<file path="src/rtl/reg_scan_viewer.sv">
// reg_scan_viewer: walks r0..r(NUM_REGS-1) of the processor register file and
// presents one register at a time (index + value) to the seven-segment path.
// Advances on a dwell timer (auto_en=1) or on a debounced push-button event.
// Optional build macro REG_SCAN_SNAPSHOT_EN: value_out is taken from a shadow
// bank captured on the wrap to index 0 (and on the first LOAD after reset),
// so each full scan shows one coherent snapshot of the register file.
module reg_scan_viewer #(
  parameter int WIDTH           = 16,
  parameter int NUM_REGS        = 16,
  parameter int DWELL_CYCLES    = 50000000,
  parameter int DEBOUNCE_CYCLES = 1000000
) (
  input  logic                      clk,
  input  logic                      reset,
  input  logic [WIDTH*NUM_REGS-1:0] regs_flat,
  input  logic                      step_btn,
  input  logic                      auto_en,
  output logic [3:0]                sel_out,
  output logic [WIDTH-1:0]          value_out,
  output logic                      valid,
  output logic                      wrap_pulse
);

  localparam int SEL_W   = 4;
  localparam int DWELL_W = $clog2(DWELL_CYCLES + 1);
  localparam int DB_W    = $clog2(DEBOUNCE_CYCLES + 1);

  typedef enum logic [1:0] {S_LOAD, S_SHOW, S_ADV} state_t;

  // Unpack the flattened register bus into an indexable array.
  logic [WIDTH-1:0] reg_arr [NUM_REGS];
  for (genvar gi = 0; gi < NUM_REGS; gi++) begin : g_unpack
    assign reg_arr[gi] = regs_flat[gi*WIDTH +: WIDTH];
  end

  // ---------------- button path ----------------
  logic            sync1_q, sync2_q;
  logic            db_level_q, db_prev_q;
  logic [DB_W-1:0] db_cnt_q;
  logic            step_evt;

  // Two-flop synchroniser, then a level debouncer that only accepts a new
  // level once the synchronised input has differed for DEBOUNCE_CYCLES cycles.
  always_ff @(posedge clk) begin
    if (reset) begin
      sync1_q    <= 1'b0;
      sync2_q    <= 1'b0;
      db_level_q <= 1'b0;
      db_prev_q  <= 1'b0;
      db_cnt_q   <= '0;
    end else begin
      sync1_q   <= step_btn;
      sync2_q   <= sync1_q;
      db_prev_q <= db_level_q;
      if (sync2_q == db_level_q) begin
        db_cnt_q <= '0;
      end else if (db_cnt_q == DB_W'(DEBOUNCE_CYCLES - 1)) begin
        db_level_q <= sync2_q;
        db_cnt_q   <= '0;
      end else begin
        db_cnt_q <= db_cnt_q + DB_W'(1);
      end
    end
  end

  // One pulse per debounced press; holding the button yields a single event.
  assign step_evt = db_level_q & ~db_prev_q;

  // ---------------- scan FSM ----------------
  state_t             state_q;
  logic [SEL_W-1:0]   sel_q;
  logic [WIDTH-1:0]   value_q;
  logic               valid_q;
  logic               wrap_q;
  logic [DWELL_W-1:0] dwell_q;
  logic               sel_last;
  logic               dwell_done;
  logic [WIDTH-1:0]   src_value;

  assign sel_last   = (sel_q == SEL_W'(NUM_REGS - 1));
  assign dwell_done = auto_en && (dwell_q == DWELL_W'(DWELL_CYCLES - 1));

`ifdef REG_SCAN_SNAPSHOT_EN
  logic [WIDTH-1:0] shadow_q [NUM_REGS];
  logic             snap_init_q;
  logic             snap_capture;

  // Capture the whole bank on the wrap to index 0 and on the first LOAD.
  assign snap_capture = ((state_q == S_ADV) && sel_last) ||
                        ((state_q == S_LOAD) && snap_init_q);

  // Shadow bank: holds the register file image shown during one scan.
  always_ff @(posedge clk) begin
    if (snap_capture) begin
      for (int i = 0; i < NUM_REGS; i++) begin
        shadow_q[i] <= reg_arr[i];
      end
    end
  end

  // Marks that no snapshot exists yet since reset.
  always_ff @(posedge clk) begin
    if (reset) begin
      snap_init_q <= 1'b1;
    end else if (state_q == S_LOAD) begin
      snap_init_q <= 1'b0;
    end
  end

  // On the very first LOAD the bank is being filled, so read live data once.
  assign src_value = snap_init_q ? reg_arr[sel_q] : shadow_q[sel_q];
`else
  assign src_value = reg_arr[sel_q];
`endif

  // LOAD -> SHOW -> ADV sequencer with registered outputs.
  always_ff @(posedge clk) begin
    if (reset) begin
      state_q <= S_LOAD;
      sel_q   <= '0;
      value_q <= '0;
      valid_q <= 1'b0;
      wrap_q  <= 1'b0;
      dwell_q <= '0;
    end else begin
      case (state_q)
        S_LOAD: begin
          value_q <= src_value;
          valid_q <= 1'b0;
          wrap_q  <= 1'b0;
          state_q <= S_SHOW;
        end
        S_SHOW: begin
          value_q <= src_value;
          valid_q <= 1'b1;
          wrap_q  <= 1'b0;
          dwell_q <= auto_en ? dwell_q + DWELL_W'(1) : '0;
          // A step and a dwell expiry in the same cycle give one advance.
          if (step_evt || dwell_done) begin
            state_q <= S_ADV;
          end
        end
        S_ADV: begin
          sel_q   <= sel_last ? '0 : sel_q + SEL_W'(1);
          wrap_q  <= sel_last;
          dwell_q <= '0;
          valid_q <= 1'b0;
          state_q <= S_LOAD;
        end
        default: begin
          state_q <= S_LOAD;
          valid_q <= 1'b0;
          wrap_q  <= 1'b0;
        end
      endcase
    end
  end

  assign sel_out    = sel_q;
  assign value_out  = value_q;
  assign valid      = valid_q;
  assign wrap_pulse = wrap_q;

endmodule

</file>
<file path="config.mk">
export PLATFORM = sky130hd
export DESIGN_NAME = reg_scan_viewer
export DESIGN_NICKNAME = d
export VERILOG_FILES = /design/src/rtl/reg_scan_viewer.sv
export SDC_FILE = /design/constraint.sdc
export NUM_CORES = 1
export LEC_CHECK = 0
export CORE_MARGIN = 2
export CORE_UTILIZATION = 40
export CTS_CLUSTER_DIAMETER = 80
export DETAILED_ROUTE_END_ITERATION = 8
export PLACE_DENSITY = 0.95
export SYNTH_ARGS = -nofsm -noshare
export SYNTH_HDL_FRONTEND = slang
export SYNTH_SLANG_ARGS = --single-unit
export TNS_END_PERCENT = 10
</file>
<file path="constraint.sdc">
create_clock -name clk -period 2.5 [get_ports clk]
set_input_delay 0.5 -clock clk [delete_from_list [all_inputs] [get_ports clk]]
set_output_delay 0.5 -clock clk [all_outputs]
set_load 0.005 [all_outputs]
</file>
Word-level counts from Yosys, hierarchy flattened:

Cells that the tools add are included.

* register bits: 74
* output and inout bits: 22
* word-level logic and storage cells: 44
* input bits: 260

* add/sub/neg operators: 3
* equality and inequality tests: 7
* $lt $le $gt $ge: 1
* mux-type cells: 9
* bitwise logic cells: 5
* reduce and logical (&&, ||, !) cells: 8

Operator list (number)
* 16-bit binary-select mux with 4-bit select: 1
* 26-bit one-hot mux with 2 select lines: 1
* 16-bit two-way mux: 2
* 26-bit by 1-bit adder with 26-bit output, second input constant: 1
* 26-bit equality test, second input constant: 1
* 26-bit two-way mux: 1
* 20-bit by 1-bit adder with 20-bit output, second input constant: 1
* 20-bit equality test, second input constant: 1
* 5-bit greater-or-equal comparator, second input constant: 1
* 4-bit NOT with 5-bit output: 1
* 4-bit by 1-bit adder with 4-bit output, second input constant: 1
* 4-bit equality test, second input constant: 1
* 4-bit two-way mux: 1
* 2-bit one-hot mux with 2 select lines: 1
* 2-bit OR reduction: 2
* 1-bit NOT: 3
* 3-bit OR reduction: 1
* 2-bit by 1-bit equality test with 1-bit output, second input constant: 1
* 2-bit equality test, second input constant: 1
* 2-bit logical NOT: 1
* 2-bit two-way mux: 1
* 2-bit inequality test, second input constant: 1
* 2-bit AND reduction: 1
* 2-bit nonzero test: 1
* 5 further kinds: 5

Depth between registers and ports, before layout:

Gate-level depths: netlist of the first run.

* depth after elaboration: 5
* depth in mapped cells: 8
* gate-level depth less buffers: 6

Worst setup path after synthesis of the first run:

No wires, ideal clock.

* kind: register to register
* start: register state_q[0]
* end: register dwell_q[19]
* path slack: 0.447 ns
* library setup time: 0.070 ns
* data arrival time: 1.982 ns
* data required time: 2.430 ns
* period minus slack after synthesis: 2.053 ns
* buffers on the path: 2
* cell stages (with the launch flop): 9
* cell sequence: dfxtp_1 inv_1 ha_1 clkbuf_1 and4_1 nand4_1 clkbuf_1 or3_1 a21oi_1

* cells in the longest elaborated chain, start to end: 2
* elaborated cells on any way between the ends: 4
* classes of those cells: 2 x eq/ne; 1 x mux; 1 x reduce/logical

Ends and longest elaborated chain
* start, declared: line 70 `state_t state_q;`
* start signal, assigned: line 119 `state_q <= S_LOAD;`
* start signal, assigned: line 131 `state_q <= S_SHOW;`
* start signal, assigned: line 140 `state_q <= S_ADV;`
* 2-bit equality test or 2-bit by 1-bit equality test with 1-bit output (tied branches): line 126 `case (state_q)`
* 26-bit one-hot mux with 2 select lines or 2-bit nonzero test (tied branches)
* end signal, assigned: line 137 `dwell_q <= auto_en ? dwell_q + DWELL_W'(1) : '0;`
* end, declared: line 75 `logic [DWELL_W-1:0] dwell_q;`

Several ways; a longest one is shown, not always the timed one.
A chain may end at the register's enable or synchronous reset.

Worst setup path in the final report of the first run:

* start: register state_q[0]
* end: register dwell_q[25]

The elaborated chain is that of the path after synthesis.

==> summary.json, run 1 <==
{
  "dr_total_vias": 5643,
  "io_pins": 282,
  "design_area_um2": 8420,
  "wirelength_routed_mm": 20.2,
  "rsz0062_at_grt": "no",
  "layoutNonFillerInstCount": 966,
  "crit-reg2reg-launch": "state_q[0]",
  "globalplace.congestion": 0.934,
  "worstPathMaxFanout": 13,
  "synth_largest_area_cell": "dfxtp_1",
  "maxClockFrequency_mhz": 455,
  "core-area_um2": 12500,
  "timing.hold.ws_ns": 0.451,
  "numCtsBuffers": 9,
  "report.final.setup_viol": 0,
  "avgRoutedWirePerCell_um": 20.9,
  "cell_at_the_root_of_the_clock_tree": "clkbuf_16",
  "postSynthCellCount": 518,
  "ys_top_cells_by_area": "dfxtp_1 (29%), mux4_2 (21%), mux2i_1 (6.9%)",
  "postCtsSetupRepairBufs": 0,
  "crit-reg2reg-capture": "dwell_q[25]",
  "placementRows": 41,
  "grt_overflow": 0,
  "setup.worst_path.start_class": "flip-flop",
  "drt-initial-drc-count": 447,
  "detailedPlacementHpwl_mm": 16.5,
  "post_synth.cell_area_avg_um2": 9.80,
  "endpoint_kind": "flip-flop",
  "crit_arrival_ns": 2.46,
  "critical-path-slowest-cell": "or4_1",
  "finalCriticalPeriod_ns": 2.20,
  "syn_area_um2": 5080,
  "synthDistinctLibCells": 45,
  "finish.utilization_pct": 67.2,
  "cts.sink_count": 74,
  "power.ir.vdd_worst_mv": 0.369,
  "hold_end": "sync2_q",
  "async_flop_share_pct": 0,
  "regToRegSetupSlack_ns": 0.30,
  "final_antenna_violating_net_count": 0,
  "num-nets-final": 1056,
  "fin_crit_sh_pct": 87.8,
  "timing.slew.headroom_pct": 23.7,
  "grt_pass1_vias": 5741,
  "worst_slew_pin_slew_ns": 1.14,
  "status": "finished clean",
  "initial_core_util_pct": 40.6,
  "drt_drc_violations_left": 0,
  "layout_commonest_cell": "clkdlybuf4s50_1",
  "synth_nets": 785,
  "timing.reg2reg.worst_path_depth": 7,
  "synth-seq-area-share_pct": 29.2,
  "floorplan.die_area_um2": 13600,
  "worst_hold_path.num_cells": 1,
  "die_w_um": 117,
  "post_dp_cell_area_um2": 8100,
  "clock_latency_ns": 0.33,
  "timing.final.hold_violations": 0,
  "ffs_latches_synth": 74,
  "crit_path_cell_trace": "inv_1 -> ha_1 -> and4_1 -> nand4_1 -> buf_4 -> or4_1 -> a21oi_1",
  "worst_ep_required_time_ns": 2.77,
  "place_inst": 950,
  "maxCapViolCount": 0,
  "detail_route.vias_per_cell": 5.84,
  "clk_pin_slew_ns": 0.06,
  "grt_antenna_before_repair": 1,
  "cpPeakStageDelay_ns": 0.50,
  "total_leakage_power_nw": 2.75,
  "hold_fix_buffers_at_cts": 0,
  "firstDrtPassIters": 6,
  "synth-edff-count": 0,
  "cts.repair.resized": 0,
  "grt_pass1_wl_mm": 30.7,
  "finalSetupTns_ns": 0,
  "worstSetupPathType": "flip-flop to flip-flop",
  "worst_clock_skew_on_the_final_layout_ns": 0.00780,
  "final_max_slew_viol_count": 0,
  "synthDominantCellAreaShare_pct": 29.2,
  "timing.hold.worst.class": "flip-flop to flip-flop",
  "layout-drive-gt1-share_pct": 11.2,
  "htreeDepth": 3,
  "diodes": 0,
  "track_usage_pct": 29.7,
  "area.growth.synth_to_final_pct": 65.7,
  "longest_clk_path_bufs": 2,
  "mostFrequentLayoutCells": "clkdlybuf4s50_1 (281), dfxtp_1 (72), nor2_1 (48), mux4_2 (48), a21oi_1 (39)",
  "flip_flop_cell_with_the_highest_count_after_synthesis": "dfxtp_1",
  "yosysWarnings": 0,
  "power_density_nw_per_um2": 423,
  "grt_start_max_net_pins": 33,
  "hp-start": "sync1_q",
  "tritoncts": "done",
  "floorplan.die.height_um": 117,
  "buffer_ports.inserted": 281
}
per-layer routing:
metal | global-route usage [%] | share of wire [%] | up-vias
met2 | 50.2 | 49 | 314
met1 | 36.6 | 37 | 2700
met4 | 9.18 | 3.1 | 2
met3 | 9.13 | 10 | 58
li1 | - | - | 2569
met5 | 0 | 0.055 | -
per-stage QoR:
step	setup slack (ns)	total power, W
final	0.304	0.00356
after global routing	0.135	0.00369
after CTS	0.316	0.00356
after detailed placement	0.342	0.00224
after global placement	0.418	0.00221
after floorplan	0.447	0.00161
cells by family (layout without fill, tap and decap cells):
logic type               count (synthesis)  in the layout  synth area share, %
AO/OA/AOI/OAI                          115            115                 15.2
XOR/XNOR                                25             25                 4.31
adder cells (fa/ha/maj)                  7              7                 1.72
buffers and inverters                   50            326                 4.12
flip-flops                              74             74                 29.2
multiplexers                            83             83                 28.2
AND/OR/NAND/NOR                        164            164                 17.3
where the power goes:
part           internal (W)  switching (W)  leakage [nW]  total [W]
Sequential          0.00124      0.0000421         0.603    0.00128
Clock              0.000841       0.000488         0.152    0.00133
Combinational      0.000607       0.000341          2.00   0.000947
Total               0.00269       0.000870          2.75    0.00356
worst max-delay path: cells and delay by family (launching register included):
kind	cells	cell delay, ns
buffers and inverters	2	0.27
flip-flops	1	0.36
adder cells (fa/ha/maj)	1	0.44
AO/OA/AOI/OAI	1	0.14
AND/OR/NAND/NOR	3	0.92
cells in the mapped netlist (all sizes together), types with 15 or more instances:
master,n
a21oi,39
a22oi,16
nand4,15
mux4,48
a211oi,15
clkbuf,26
nor2,48
mux2i,35
o221ai,15
nand2,23
dfxtp,74
state kept, by name (all words and copies together) (netlist names):
signal / cells
dwell_q: 26
db_cnt_q: 20
value_out: 16
sel_out: 4
state_q: 2
db_level_q: 1
db_prev_q: 1
sync1_q: 1
sync2_q: 1
valid: 1
wrap_pulse: 1
worst max-delay path by stage:
| stage | endpoint | start | cells past startpoint | slack (ns) |
|---|---|---|---|---|
| finish | dwell_q[25] | state_q[0] | 7 | 0.30 |
| global route | dwell_q[23] | state_q[0] | 7 | 0.13 |
| CTS | dwell_q[25] | state_q[0] | 7 | 0.32 |
| detailed placement | dwell_q[25] | state_q[1] | 7 | 0.34 |
| global placement | dwell_q[23] | state_q[0] | 7 | 0.42 |
| floorplan | dwell_q[19] | state_q[0] | 8 | 0.45 |
cell type report:
| class | count | area (um2) |
|---|---|---|
| clock buffer | 14 | 305 |
| timing repair buffer | 297 | 2960 |
| multi-input combinational | 394 | 3390 |
| tap | 172 | 215 |
| inverter | 13 | 48.8 |
| clock inverter | 2 | 15.0 |
| sequential | 74 | 1490 |
| fill | 966 | 4100 |
Note: power is estimated with default switching activity, not from simulation.
==> run 2: changes to the inputs <==
SETUP_SLACK_MARGIN = 0.1   (was not set)
SLEW_MARGIN = 30   (was not set)
==> summary.json, run 2 (synthesis results as in run 1) <==
{
  "timing.final.ws_setup": {"value": 0.270, "unit": "ns", "change": "was 0.304 ns"},
  "power_density": {"value": 442, "unit": "nW/um2", "change": "was 423 nW/um2"},
  "final.fill_count": {"value": 971, "change": "was 966"},
  "crit_arrival": {"value": 2.50, "unit": "ns", "change": "was 2.46 ns"},
  "clk_pin_slew": {"value": 0.06, "unit": "ns", "change": "about the same"},
  "floorplan.die.height": {"value": 117, "unit": "um", "change": "unchanged"},
  "power.ir.vdd_worst": {"value": 0.374, "unit": "mV", "change": "was 0.369 mV"},
  "maxCapViolCount": {"value": 0, "change": "unchanged"},
  "grt_overflow": {"value": 0, "change": "unchanged"},
  "floorplan.die_area": {"value": 13600, "unit": "um2", "change": "unchanged"},
  "top_register": {"value": "dwell_q", "change": "unchanged"},
  "longest_clk_path_bufs": {"value": 2, "change": "unchanged"},
  "timing.slew.headroom": {"value": 49.6, "unit": "%", "change": "was 23.7%"},
  "met3WireLength": {"value": 1.65, "unit": "mm", "change": "was 2.02 mm"},
  "io_pins": {"value": 282, "change": "unchanged"},
  "placementRows": {"value": 41, "change": "unchanged"},
  "cell_at_the_root_of_the_clock_tree": {"value": "clkbuf_16", "change": "unchanged"},
  "dr_total_vias": {"value": 5631, "change": "was 5643"},
  "cpPeakStageDelay": {"value": 0.51, "unit": "ns", "change": "was 0.50 ns"},
  "final_antenna_violating_net_count": {"value": 0, "change": "unchanged"},
  "finalCriticalPeriod": {"value": 2.23, "unit": "ns", "change": "was 2.20 ns"},
  "endpoint_kind": {"value": "flip-flop", "change": "unchanged"},
  "worst_path_dominant_cell_family": {"value": "simple AND/OR/NAND/NOR gates", "change": "unchanged"},
  "drt-initial-drc-count": {"value": 516, "change": "was 447"},
  "detail_route.vias_per_cell": {"value": 5.83, "change": "was 5.84"},
  "area.growth.synth_to_final": {"value": 66.4, "unit": "%", "change": "was 65.7%"},
  "layout-drive-gt1-share": {"value": 11.3, "unit": "%", "change": "was 11.2%"},
  "layout_commonest_cell": {"value": "clkdlybuf4s50_1", "change": "unchanged"},
  "final_max_slew_viol_count": {"value": 0, "change": "unchanged"},
  "mostFrequentLayoutCells": {"value": "clkdlybuf4s50_1 (281), dfxtp_1 (72), mux4_2 (48)", "change": "was clkdlybuf4s50_1 (281), dfxtp_1 (72), nor2_1 (48), mux4_2 (48), a21oi_1 (39)"},
  "buffer_ports.inserted": {"value": 281, "change": "unchanged"},
  "htreeDepth": {"value": 3, "change": "unchanged"},
  "numCtsBuffers": {"value": 9, "change": "unchanged"},
  "worstPathMaxFanout": {"value": 13, "change": "unchanged"},
  "tritoncts": {"value": "done", "change": "unchanged"},
  "timing.hold.ws": {"value": 0.452, "unit": "ns", "change": "was 0.451 ns"},
  "wirelength_routed": {"value": 20.0, "unit": "mm", "change": "was 20.2 mm"},
  "drt_drc_violations_left": {"value": 0, "change": "unchanged"},
  "preCtsSetupSlack": {"value": 0.343, "unit": "ns", "change": "was 0.342 ns"},
  "firstDrtPassIters": {"value": 4, "change": "was 6"},
  "diodes": {"value": 0, "change": "unchanged"},
  "die_w": {"value": 117, "unit": "um", "change": "unchanged"},
  "grt_pass1_vias": {"value": 5785, "change": "was 5741"},
  "worst_ep_required_time": {"value": 2.77, "unit": "ns", "change": "about the same"},
  "worst_clock_skew_on_the_final_layout": {"value": 0.0108, "unit": "ns", "change": "was 0.00780 ns"},
  "report.final.setup_viol": {"value": 0, "change": "unchanged"},
  "cp-startpoint": {"value": "state_q[0]", "change": "unchanged"},
  "setup.worst_path.start_class": {"value": "flip-flop", "change": "unchanged"},
  "wl_met2": {"value": 9.75, "unit": "mm", "change": "was 9.97 mm"},
  "grt_start_max_net_pins": {"value": 33, "change": "unchanged"},
  "maxClockFrequency": {"value": 448, "unit": "MHz", "change": "was 455 MHz"},
  "timing.hold.worst.class": {"value": "flip-flop to flip-flop", "change": "unchanged"},
  "crit-reg2reg-launch": {"value": "state_q[0]", "change": "unchanged"},
  "critical-path-slowest-cell": {"value": "or4_1", "change": "unchanged"},
  "met1_length": {"value": 7.90, "unit": "mm", "change": "was 7.53 mm"},
  "grt_pass1_wl": {"value": 30.7, "unit": "mm", "change": "about the same"},
  "cp.buffers_inverters": {"value": 2, "change": "unchanged"},
  "crit_path_cell_trace": {"value": "inv_1 -> ha_1 -> and4_1 -> nand4_1 -> buf_4 -> or4_1 -> a21oi_1", "change": "unchanged"},
  "track_usage": {"value": 29.9, "unit": "%", "change": "was 29.7%"},
  "timing.final.hold_violations": {"value": 0, "change": "unchanged"},
  "total_leakage_power": {"value": 2.77, "unit": "nW", "change": "was 2.75 nW"},
  "cts.repair.resized": {"value": 0, "change": "unchanged"},
  "status": {"value": "finished clean", "change": "unchanged"},
  "postCtsSetupRepairBufs": {"value": 0, "change": "unchanged"},
  "hp-start": {"value": "sync1_q", "change": "unchanged"},
  "clock_latency": {"value": 0.34, "unit": "ns", "change": "was 0.33 ns"},
  "core-area": {"value": 12500, "unit": "um2", "change": "unchanged"},
  "detailedPlacementHpwl": {"value": 16.5, "unit": "mm", "change": "about the same"},
  "worstSetupPathType": {"value": "flip-flop to flip-flop", "change": "unchanged"},
  "rsz0062_at_grt": {"value": "no", "change": "unchanged"},
  "max_ffs_per_register": {"value": 26, "change": "unchanged"},
  "hold_fix_buffers_at_cts": {"value": 0, "change": "unchanged"},
  "initial_core_util": {"value": 40.6, "unit": "%", "change": "unchanged"},
  "avgRoutedWirePerCell": {"value": 20.7, "unit": "um", "change": "was 20.9 um"},
  "fin_crit_sh": {"value": 89.2, "unit": "%", "change": "was 87.8%"},
  "grt_antenna_before_repair": {"value": 1, "change": "unchanged"},
  "num-nets-final": {"value": 1056, "change": "unchanged"},
  "worst_slew_pin_slew": {"value": 0.755, "unit": "ns", "change": "was 1.14 ns"},
  "finalSetupTns": {"value": 0, "unit": "ns", "change": "unchanged"},
  "globalplace.congestion": {"value": 0.934, "change": "unchanged"},
  "cts.sink_count": {"value": 74, "change": "unchanged"},
  "dr.max_layer_used": {"value": "met5", "change": "unchanged"}
}
[run 2: where the power goes]
group / internal, W / total, W / switching (W) / leakage, nW
clock: 0.00100 / 0.00150 / 0.000500 / 0.169
sequential: 0.00124 / 0.00128 / 0.0000421 / 0.603
combinational: 0.000607 / 0.000946 / 0.000339 / 2.00
[run 2: area by class of cell]
cell class | count | area [um2] | share of cell area (%)
inverters | 13 | 48.8 | 0.578
clock buffers | 10 | 239 | 2.83
multi-input cells | 394 | 3390 | 40.1
flip-flops and latches | 74 | 1490 | 17.6
well taps | 172 | 215 | 2.55
clock inverters | 6 | 113 | 1.33
repair buffers | 297 | 2960 | 35.0
[run 2: final timing paths]
path | endpoint | slack [ns] | cells past startpoint
setup / recovery | dwell_q[25] | 0.27 | 7
hold / removal | sync2_q | 0.45 | 1
setup reg to reg | dwell_q[25] | 0.27 | 7
hold reg to reg | sync2_q | 0.45 | 1
[run 2: through the flow]
| step | instances | utilization [%] | total power (W) | cell area [um2] |
|---|---|---|---|---|
| CTS | 966 | 67.5 | 0.00375 | 8450 |
| floorplan | 518 | - | 0.00161 | 5080 |
| detailed placement | 950 | 64.7 | 0.00224 | 8100 |
| global route | 966 | 67.5 | 0.00388 | 8450 |
| finish | 966 | 67.5 | 0.00373 | 8450 |
| global placement | 950 | 64.7 | 0.00221 | 8100 |
[run 2: layer usage]
layer,vias to the layer above,global-route usage (%)
met4,2,10.7
met2,266,49.0
met1,2728,37.7
met5,-,0
li1,2575,-
met3,60,8.67
==> run 3: changes to the inputs <==
CAP_MARGIN = 20   (was not set)
==> results of run 3 <==
No change in the layout: final DEF, timing and power equal those of run 2.
